## src/rtl/countdown_timer.sv

```systemverilog
// Loadable down-counter: decrements once per prescaled tick, pulses done on expiry,
// with optional auto-reload for periodic operation.
module countdown_timer #(
  parameter int WIDTH      = 4,
  parameter int PRESCALE_W = 8
) (
  input  logic                  clk,
  input  logic                  rst,
  input  logic                  start,
  input  logic [WIDTH-1:0]      load_val,
  input  logic [PRESCALE_W-1:0] prescale,
  input  logic                  reload_en,
  input  logic                  pause,
  input  logic                  abort,
  output logic [WIDTH-1:0]      count,
  output logic                  busy,
  output logic                  done
);

  typedef enum logic [1:0] {
    S_IDLE   = 2'd0,
    S_RUN    = 2'd1,
    S_PAUSED = 2'd2
  } state_t;

  localparam logic [WIDTH-1:0]      CNT_ONE = {{(WIDTH-1){1'b0}}, 1'b1};
  localparam logic [PRESCALE_W-1:0] PC_ONE  = {{(PRESCALE_W-1){1'b0}}, 1'b1};

  state_t                r_state;
  logic [WIDTH-1:0]      r_count;
  logic [WIDTH-1:0]      r_reload;
  logic [PRESCALE_W-1:0] r_pc;
  logic [PRESCALE_W-1:0] r_div;
  logic                  r_mode;
  logic                  r_busy;
  logic                  r_done;
  logic                  w_tick;
  logic                  w_last;

  // Floor-at-zero decrement so the count can never wrap.
  function automatic logic [WIDTH-1:0] sat_dec(input logic [WIDTH-1:0] v);
    return (v == '0) ? '0 : v - CNT_ONE;
  endfunction

  assign w_tick = (r_pc == r_div);
  assign w_last = (r_count <= CNT_ONE);

  always_ff @(posedge clk) begin
    if (rst) begin
      r_state  <= S_IDLE;
      r_count  <= '0;
      r_reload <= '0;
      r_pc     <= '0;
      r_div    <= '0;
      r_mode   <= 1'b0;
      r_busy   <= 1'b0;
      r_done   <= 1'b0;
    end else begin
      r_done <= 1'b0;
      if (abort) begin
        r_state <= S_IDLE;
        r_count <= '0;
        r_pc    <= '0;
        r_busy  <= 1'b0;
      end else begin
        case (r_state)
          S_IDLE: begin
            if (start) begin
              if (load_val != '0) begin
                r_count  <= load_val;
                r_reload <= load_val;
                r_div    <= prescale;
                r_mode   <= reload_en;
                r_pc     <= '0;
                r_busy   <= 1'b1;
                r_state  <= S_RUN;
              end else begin
                r_count <= '0;
                r_done  <= 1'b1;
              end
            end
          end
          S_RUN, S_PAUSED: begin
            // A start here is ignored; a low pause in PAUSED resumes and ticks in the same cycle.
            if (pause) begin
              r_state <= S_PAUSED;
            end else begin
              r_state <= S_RUN;
              if (w_tick) begin
                r_pc <= '0;
                if (!w_last) begin
                  r_count <= sat_dec(r_count);
                end else if (r_mode) begin
                  r_count <= r_reload;
                  r_done  <= 1'b1;
                end else begin
                  r_count <= '0;
                  r_done  <= 1'b1;
                  r_busy  <= 1'b0;
                  r_state <= S_IDLE;
                end
              end else begin
                r_pc <= r_pc + PC_ONE;
              end
            end
          end
          default: begin
            r_state <= S_IDLE;
            r_count <= '0;
            r_pc    <= '0;
            r_busy  <= 1'b0;
          end
        endcase
      end
    end
  end

  assign count = r_count;
  assign busy  = r_busy;
  assign done  = r_done;

endmodule

```

## config.mk

```make
export PLATFORM = sky130hd
export DESIGN_NAME = countdown_timer
export DESIGN_NICKNAME = d
export VERILOG_FILES = /design/src/rtl/countdown_timer.sv
export SDC_FILE = /design/constraint.sdc
export NUM_CORES = 1
export LEC_CHECK = 0
export ABC_AREA = 0
export CAP_MARGIN = 10
export CORE_UTILIZATION = 53
export DETAILED_ROUTE_END_ITERATION = 6
export PLACE_DENSITY = 0.77
export SYNTH_ARGS = -nofsm -noshare
export SYNTH_HDL_FRONTEND = slang
export SYNTH_SLANG_ARGS = --single-unit
```

## constraint.sdc

```tcl
create_clock -name clk -period 2.7 [get_ports clk]
set_clock_uncertainty 0.2 [all_clocks]
set_input_delay 0.54 -clock clk [delete_from_list [all_inputs] [get_ports clk]]
set_output_delay 0.54 -clock clk [all_outputs]
set_load 0.005 [all_outputs]
```

==> results of run 1 <==
==> metrics by stage <==
step           std cells  setup slack [ps]  util, %  hold slack, ps
2_1_floorplan        175               757        -             251
3_3_place_gp         224               144     65.2             245
3_5_place_dp         224               104     65.2             256
4_1_cts              232               355     68.3             270
5_1_grt              232               168     68.3             291
6_report             232               342     68.3             264
==> flip-flops by register name, indices dropped and copies added, names as in the netlist <==
| name | cells |
|---|---|
| r_reload | 4 |
| r_state | 2 |
| r_mode | 1 |
| done | 1 |
| r_pc | 8 |
| r_div | 8 |
| count | 4 |
| busy | 1 |
==> area by class of cell <==
type / count / area (µm²)
clock buffer: 7 / 55.1
clock inverter: 1 / 30.0
fill: 233 / 867
inverter: 4 / 15.0
multi-input combinational: 133 / 887
sequential: 29 / 581
tap: 31 / 38.8
timing repair buffer: 27 / 260
==> cells in the final DEF, fill, tap and decap left out, types with 2 or more instances in the layout <==
master | netlist | final
dfxtp_1 | 29 | 29
nand2_1 | 24 | 24
clkdlybuf4s50_1 | 0 | 23
nor2_1 | 21 | 21
mux2i_1 | 15 | 15
xnor2_1 | 8 | 8
nand4_1 | 7 | 7
o311ai_1 | 6 | 6
clkbuf_4 | 0 | 5
nand3_1 | 4 | 4
nand2b_1 | 4 | 4
buf_4 | 0 | 4
inv_1 | 3 | 3
or2_2 | 3 | 3
o21ai_0 | 3 | 3
nor3_1 | 4 | 3
a22oi_1 | 3 | 3
ha_1 | 3 | 3
nor2b_1 | 2 | 2
and2_1 | 2 | 2
a32oi_1 | 2 | 2
o21ai_1 | 2 | 2
a21oi_1 | 2 | 2
o41ai_1 | 2 | 2
a22o_1 | 2 | 2
nor3_2 | 1 | 2
==> power by group through the flow <==
stage | clock network, mW | logic (mW) | registers (mW)
floorplan | 0 | 0.121 | 0.465
global placement | 0 | 0.172 | 0.471
detailed placement | 0 | 0.178 | 0.473
CTS | 0.373 | 0.180 | 0.463
global route | 0.389 | 0.196 | 0.466
finish | 0.368 | 0.180 | 0.463
==> layer usage <==
layer  up-vias  global-route usage [%]  share of wire (%)
li1        683                       -                  -
met3         5                    4.88                4.3
met2        29                    39.1                 46
met4         0                    8.93                1.2
met5         -                       0                  0
met1       646                    33.1                 49
==> worst min-delay path by stage <==
stage | endpoint | slack, ps | depth (start not counted)
detailed placement | busy$_SDFFE_PP0P_ | 260 | 2
floorplan | r_reload[0]$_SDFFE_PP0P_ | 250 | 2
global route | busy$_SDFFE_PP0P_ | 290 | 2
CTS | busy$_SDFFE_PP0P_ | 270 | 2
global placement | busy$_SDFFE_PP0P_ | 240 | 2
finish | busy$_SDFFE_PP0P_ | 260 | 2
==> cell families after synthesis <==
logic type,Yosys count
adder cells (fa/ha/maj),3
AO/OA/AOI/OAI,31
multiplexers,15
AND/OR/NAND/NOR,76
flip-flops,29
XOR/XNOR,8
buffers and inverters,13
==> worst min-delay path, cell delays in order (launching register included) <==
cell and delay (ps):
dfxtp_1 330, nand2_1 50, mux2i_1 50
==> results.toml, run 1 <==
[clocking]
htree_levels = 2
cts_sinks = 29
root_buffer = "clkbuf_4"
cts_resized = 0
clockBufferDepth = 2
ctsHoldBuffers = 0
cts_tree = "built"
clkSlewWorstSetupHoldPaths_ps = 100
cts_setup_buffers = 0
cts_made_buffers = 5
clock_latency_ps = 320

[worst_setup_path]
crit_fanout = 11
reg2reg_slack_ps = 340
endpoint = "r_reload[0]$_SDFFE_PP0P_"
end_kind = "flip-flop"
slowest_delay_ps = 760
crit_required_ps = 2710
cp.depth = 6
r2r_cells = 6
crit_family = "simple AND/OR/NAND/NOR gates"
crit_buf_inv = 1
r2r-end = "r_reload[0]$_SDFFE_PP0P_"
critPathLaunchType = "flip-flop"
setup.worst_path.class = "reg2reg"
cpMaxStageDelayCell = "nor3_2"
path_cells = "inv_1, ha_1, nand2_1, nor3_2, mux2i_1, nor2_1"
crit_start = "r_state[0]$_SDFFE_PP0P_"
critPathArrivalTime_ps = 2360
r2r-start = "r_state[0]$_SDFFE_PP0P_"

[drt]
first_pass_iters = 5
num_vias = 1363
dr.first_iter.drc_count = 71
avgRoutedWirePerCell_um = 15.1
antenna_left = 0
avgViaCountPerCell = 5.88
wirelength_um = 3500
route.detailed.drc = 0

[synthesis]
synth-edff-count = 0
synthSimpleGateAreaFrac_pct = 24.1
ys_warn_count = 0
async_flop_share_pct = 0
synth_xor_area_share_pct = 4.58
ys.flop_type = "dfxtp_1"
synth_top_area_share_pct = 38.0
synthAdderAreaFrac_pct = 2.45
netlist_area_mm2 = 0.00153
synth.avg_cell_area_um2 = 8.74
syn_inst = 175
synth_top_family_by_area = "simple AND/OR/NAND/NOR gates"
seq_area_frac_synth_pct = 38.0
synth_common_cells = "29 x dfxtp_1, 24 x nand2_1, 21 x nor2_1"
synth.top_cells.by_area = "dfxtp_1 38%, mux2i_1 9.8%, nand2_1 5.9%"
muxShareOfSynthArea_pct = 9.82
syn_nets = 196
yosys.area.top_type = "dfxtp_1"
ys_ff_latch = 29
yosysMostFrequentCell = "dfxtp_1"
synth_compound_area_share_pct = 16.7
ys_types = 40

[grt]
grt_antenna_before_repair = 0
grt_max_degree = 14
track_usage_pct = 24.6
overflow = 0
first_global_vias = 1306
grt_pass1_wl_um = 5990

[sta]
max_freq_mhz = 424
tightest_slew_ps = 972
min_period_over_period_pct = 87.3
rsz0062_at_grt = "no"
relSlewSlack_pct = 34.8
final-setup-viol-count = 0
fin_tns_setup_ps = 0
hold_viol = 0
min_period_ps = 2360
drv_slew = 0

[pwr]
seq_power_share_pct = 45.8
p_int_uw = 757
pwr-share-clk_pct = 36.4
p_total_mw = 1.01
comb_power_share_pct = 17.8
power_leakage_nw = 0.672
switching_share_pct = 25.2
peakVddDrop_v = 0.000545
p_sw_uw = 255
powerDensity_mw_per_mm2 = 542

[cells_and_area]
final_nets = 221
n_antenna_cell = 0
drive_above_1_share_pct = 10.9
syn_to_final_growth_pct = 22.1
final_cell_area_mm2 = 0.00187

[hold_path]
min-delay-start = "busy$_SDFFE_PP0P_"
hp-class = "reg2reg"

[outcome]
status = "finished, final reports clean"

[floorplan]
dieWidth_um = 55.7
core_mm2 = 0.00273
start_util_pct = 55.9
rows = 19
ios = 24
dieHeight_um = 55.7
dieArea_mm2 = 0.00310

[run]
drv_cap = 0

[placed_design]
gp_congestion = 0.807
place_area_mm2 = 0.00178
io_buffer_count = 23
dpl.hpwl_um = 2620
No activity file was read; power rests on OpenSTA's default activity.
==> run 2, diff against run 1 <==
--- a/config.mk
+++ b/config.mk
@@ -6,7 +6,7 @@
 export NUM_CORES = 1
 export LEC_CHECK = 0
 export ABC_AREA = 0
-export CAP_MARGIN = 10
+export CAP_MARGIN = 20
 export CORE_UTILIZATION = 53
 export DETAILED_ROUTE_END_ITERATION = 6
 export PLACE_DENSITY = 0.77
==> results of run 2 <==
Final layout, timing and power as in run 1 (identical DEF).
==> run 3, diff against run 2 <==
--- a/config.mk
+++ b/config.mk
@@ -5,7 +5,7 @@
 export SDC_FILE = /design/constraint.sdc
 export NUM_CORES = 1
 export LEC_CHECK = 0
-export ABC_AREA = 0
+export ABC_AREA = 1
 export CAP_MARGIN = 20
 export CORE_UTILIZATION = 53
 export DETAILED_ROUTE_END_ITERATION = 6
==> results.toml, run 3 <==
[pwr]
peakVddDrop_v = 0.000559
powerDensity_mw_per_mm2 = 547
power_leakage_nw = 0.788

[worst_setup_path]
critPathArrivalTime_ps = 1270
crit_required_ps = 1960
setup.worst_path.class = "reg2out"
crit_buf_inv = 1
crit_fanout = 5
crit_family = "buffers and inverters"
end_kind = "primary output"
slowest_delay_ps = 530
path_cells = "clkdlybuf4s50_1"
cpMaxStageDelayCell = "clkdlybuf4s50_1"
critPathLaunchType = "flip-flop"

[clocking]
cts_made_buffers = 5
htree_levels = 2
cts_resized = 0
ctsHoldBuffers = 0
cts_sinks = 29
cts_tree = "built"
clockBufferDepth = 2
root_buffer = "clkbuf_4"
cts_setup_buffers = 0
clkSlewWorstSetupHoldPaths_ps = 90
clock_latency_ps = 340

[synthesis]
synthAdderAreaFrac_pct = 2.45
synth_top_family_by_area = "simple AND/OR/NAND/NOR gates"
syn_inst = 225
synth_xor_area_share_pct = 3.43
muxShareOfSynthArea_pct = 0
ys.flop_type = "dfxtp_1"
ys_types = 26
synth-edff-count = 0
synthSimpleGateAreaFrac_pct = 35.6
synth_common_cells = "67 x nand2_1, 29 x dfxtp_1, 25 x inv_1, 25 x nor2_1, 13 x a21oi_1"
synth.top_cells.by_area = "dfxtp_1 38%, nand2_1 16%, inv_1 6.1%"
ys_ff_latch = 29
ys_warn_count = 0
async_flop_share_pct = 0
yosysMostFrequentCell = "nand2_1"
synth_compound_area_share_pct = 12.6
synth.avg_cell_area_um2 = 6.82
syn_nets = 246
yosys.area.top_type = "dfxtp_1"
synth_top_area_share_pct = 37.8
netlist_area_mm2 = 0.00153
seq_area_frac_synth_pct = 37.8

[outcome]
status = "finished, final reports clean"

[cells_and_area]
nFillCells = 249
final_common_cell = "nand2_1"
n_antenna_cell = 0
final_nets = 276
drive_above_1_share_pct = 12.9
final_cell_mix = "67 x nand2_1, 29 x dfxtp_1, 25 x inv_1, 25 x nor2_1, 23 x clkdlybuf4s50_1"
largest_registers = "r_div (8), r_pc (8)"
syn_to_final_growth_pct = 23.7
stdcell_count = 287

[sta]
rsz0062_at_grt = "no"
max_freq_mhz = 499
drv_slew = 0
tightest_slew_ps = 383
fin_tns_setup_ps = 0
min_period_ps = 2010
final-setup-viol-count = 0
relSlewSlack_pct = 74.2
hold_viol = 0
min_period_over_period_pct = 74.3

[placed_design]
io_buffer_count = 23
dpl.hpwl_um = 2520
gp_congestion = 0.865
placed_cells = 279

[grt]
overflow = 0
grt_pass1_wl_um = 5530
first_global_vias = 1291
track_usage_pct = 23.4
grt_antenna_before_repair = 0
grt_max_degree = 19

[run]
drv_cap = 0

[drt]
avgRoutedWirePerCell_um = 11.6
antenna_left = 0
wirelength_um = 3320
dr.first_iter.drc_count = 43
route.detailed.drc = 0
avgViaCountPerCell = 5.03
num_vias = 1443
first_pass_iters = 4

[floorplan]
rows = 19
dieHeight_um = 55.8
dieWidth_um = 55.8
core_mm2 = 0.00276
ios = 24
start_util_pct = 55.6
dieArea_mm2 = 0.00311

[hold_path]
hp-class = "reg2reg"
==> run 3: cells by family (layout without fill, tap and decap cells) <==
logic type / Yosys count / count (layout)
AOI/OAI and AO/OA: 32 / 32
xor gates and xnor gates: 6 / 6
and+or+nand+nor: 122 / 122
buffers and inverters: 33 / 64
DFF: 29 / 29
adders and majority gates: 3 / 3
==> run 3: metal layers <==
layer | share of wire, % | track usage (%) | routed length (µm)
met1 | 49 | 30.3 | 1630
met2 | 45 | 36.3 | 1490
met3 | 4.7 | 7.44 | 156
met4 | 1.4 | 9.29 | 48
met5 | 0 | 0 | 0
==> run 3: where the power goes <==
part           internal, mW  leakage [nW]  switching [mW]
clock network         0.220        0.0445           0.156
registers             0.448         0.236          0.0150
logic                0.0836         0.507           0.116
total                 0.752         0.788           0.287
==> run 3: metrics by stage <==
| stage | setup WS, ps | cell area, µm² | power, mW | hold WS (ps) | utilization (%) |
|---|---|---|---|---|---|
| 4_1_cts | 667 | 1900 | 1.05 | 273 | 68.8 |
| 5_1_grt | 537 | 1900 | 1.10 | 283 | 68.8 |
| 2_1_floorplan | 869 | 1530 | 0.600 | 237 | - |
| 3_5_place_dp | 390 | 1810 | 0.670 | 253 | 65.6 |
| 6_report | 695 | 1900 | 1.04 | 271 | 68.8 |
| 3_3_place_gp | 419 | 1810 | 0.668 | 250 | 65.6 |
==> run 3: area by class of cell <==
| class | count | area (µm²) | share of cell area (%) |
|---|---|---|---|
| Clock inverter | 2 | 37.5 | 1.98 |
| Clock buffer | 6 | 51.3 | 2.70 |
| Timing Repair Buffer | 25 | 245 | 12.9 |
| Tap cell | 31 | 38.8 | 2.04 |
| Sequential cell | 29 | 581 | 30.6 |
| Inverter | 31 | 116 | 6.13 |
| Multi-Input combinational cell | 163 | 828 | 43.6 |
==> run 3: worst paths after layout <==
check,cells after the start,end,slack [ps],start
hold reg to reg,2,busy$_SDFFE_PP0P_,270,busy$_SDFFE_PP0P_
hold / removal,2,busy$_SDFFE_PP0P_,270,busy$_SDFFE_PP0P_
setup reg to reg,10,r_pc[6]$_SDFFE_PP0P_,700,r_state[0]$_SDFFE_PP0P_
setup / recovery,1,count[1],690,count[1]$_SDFFE_PP0P_
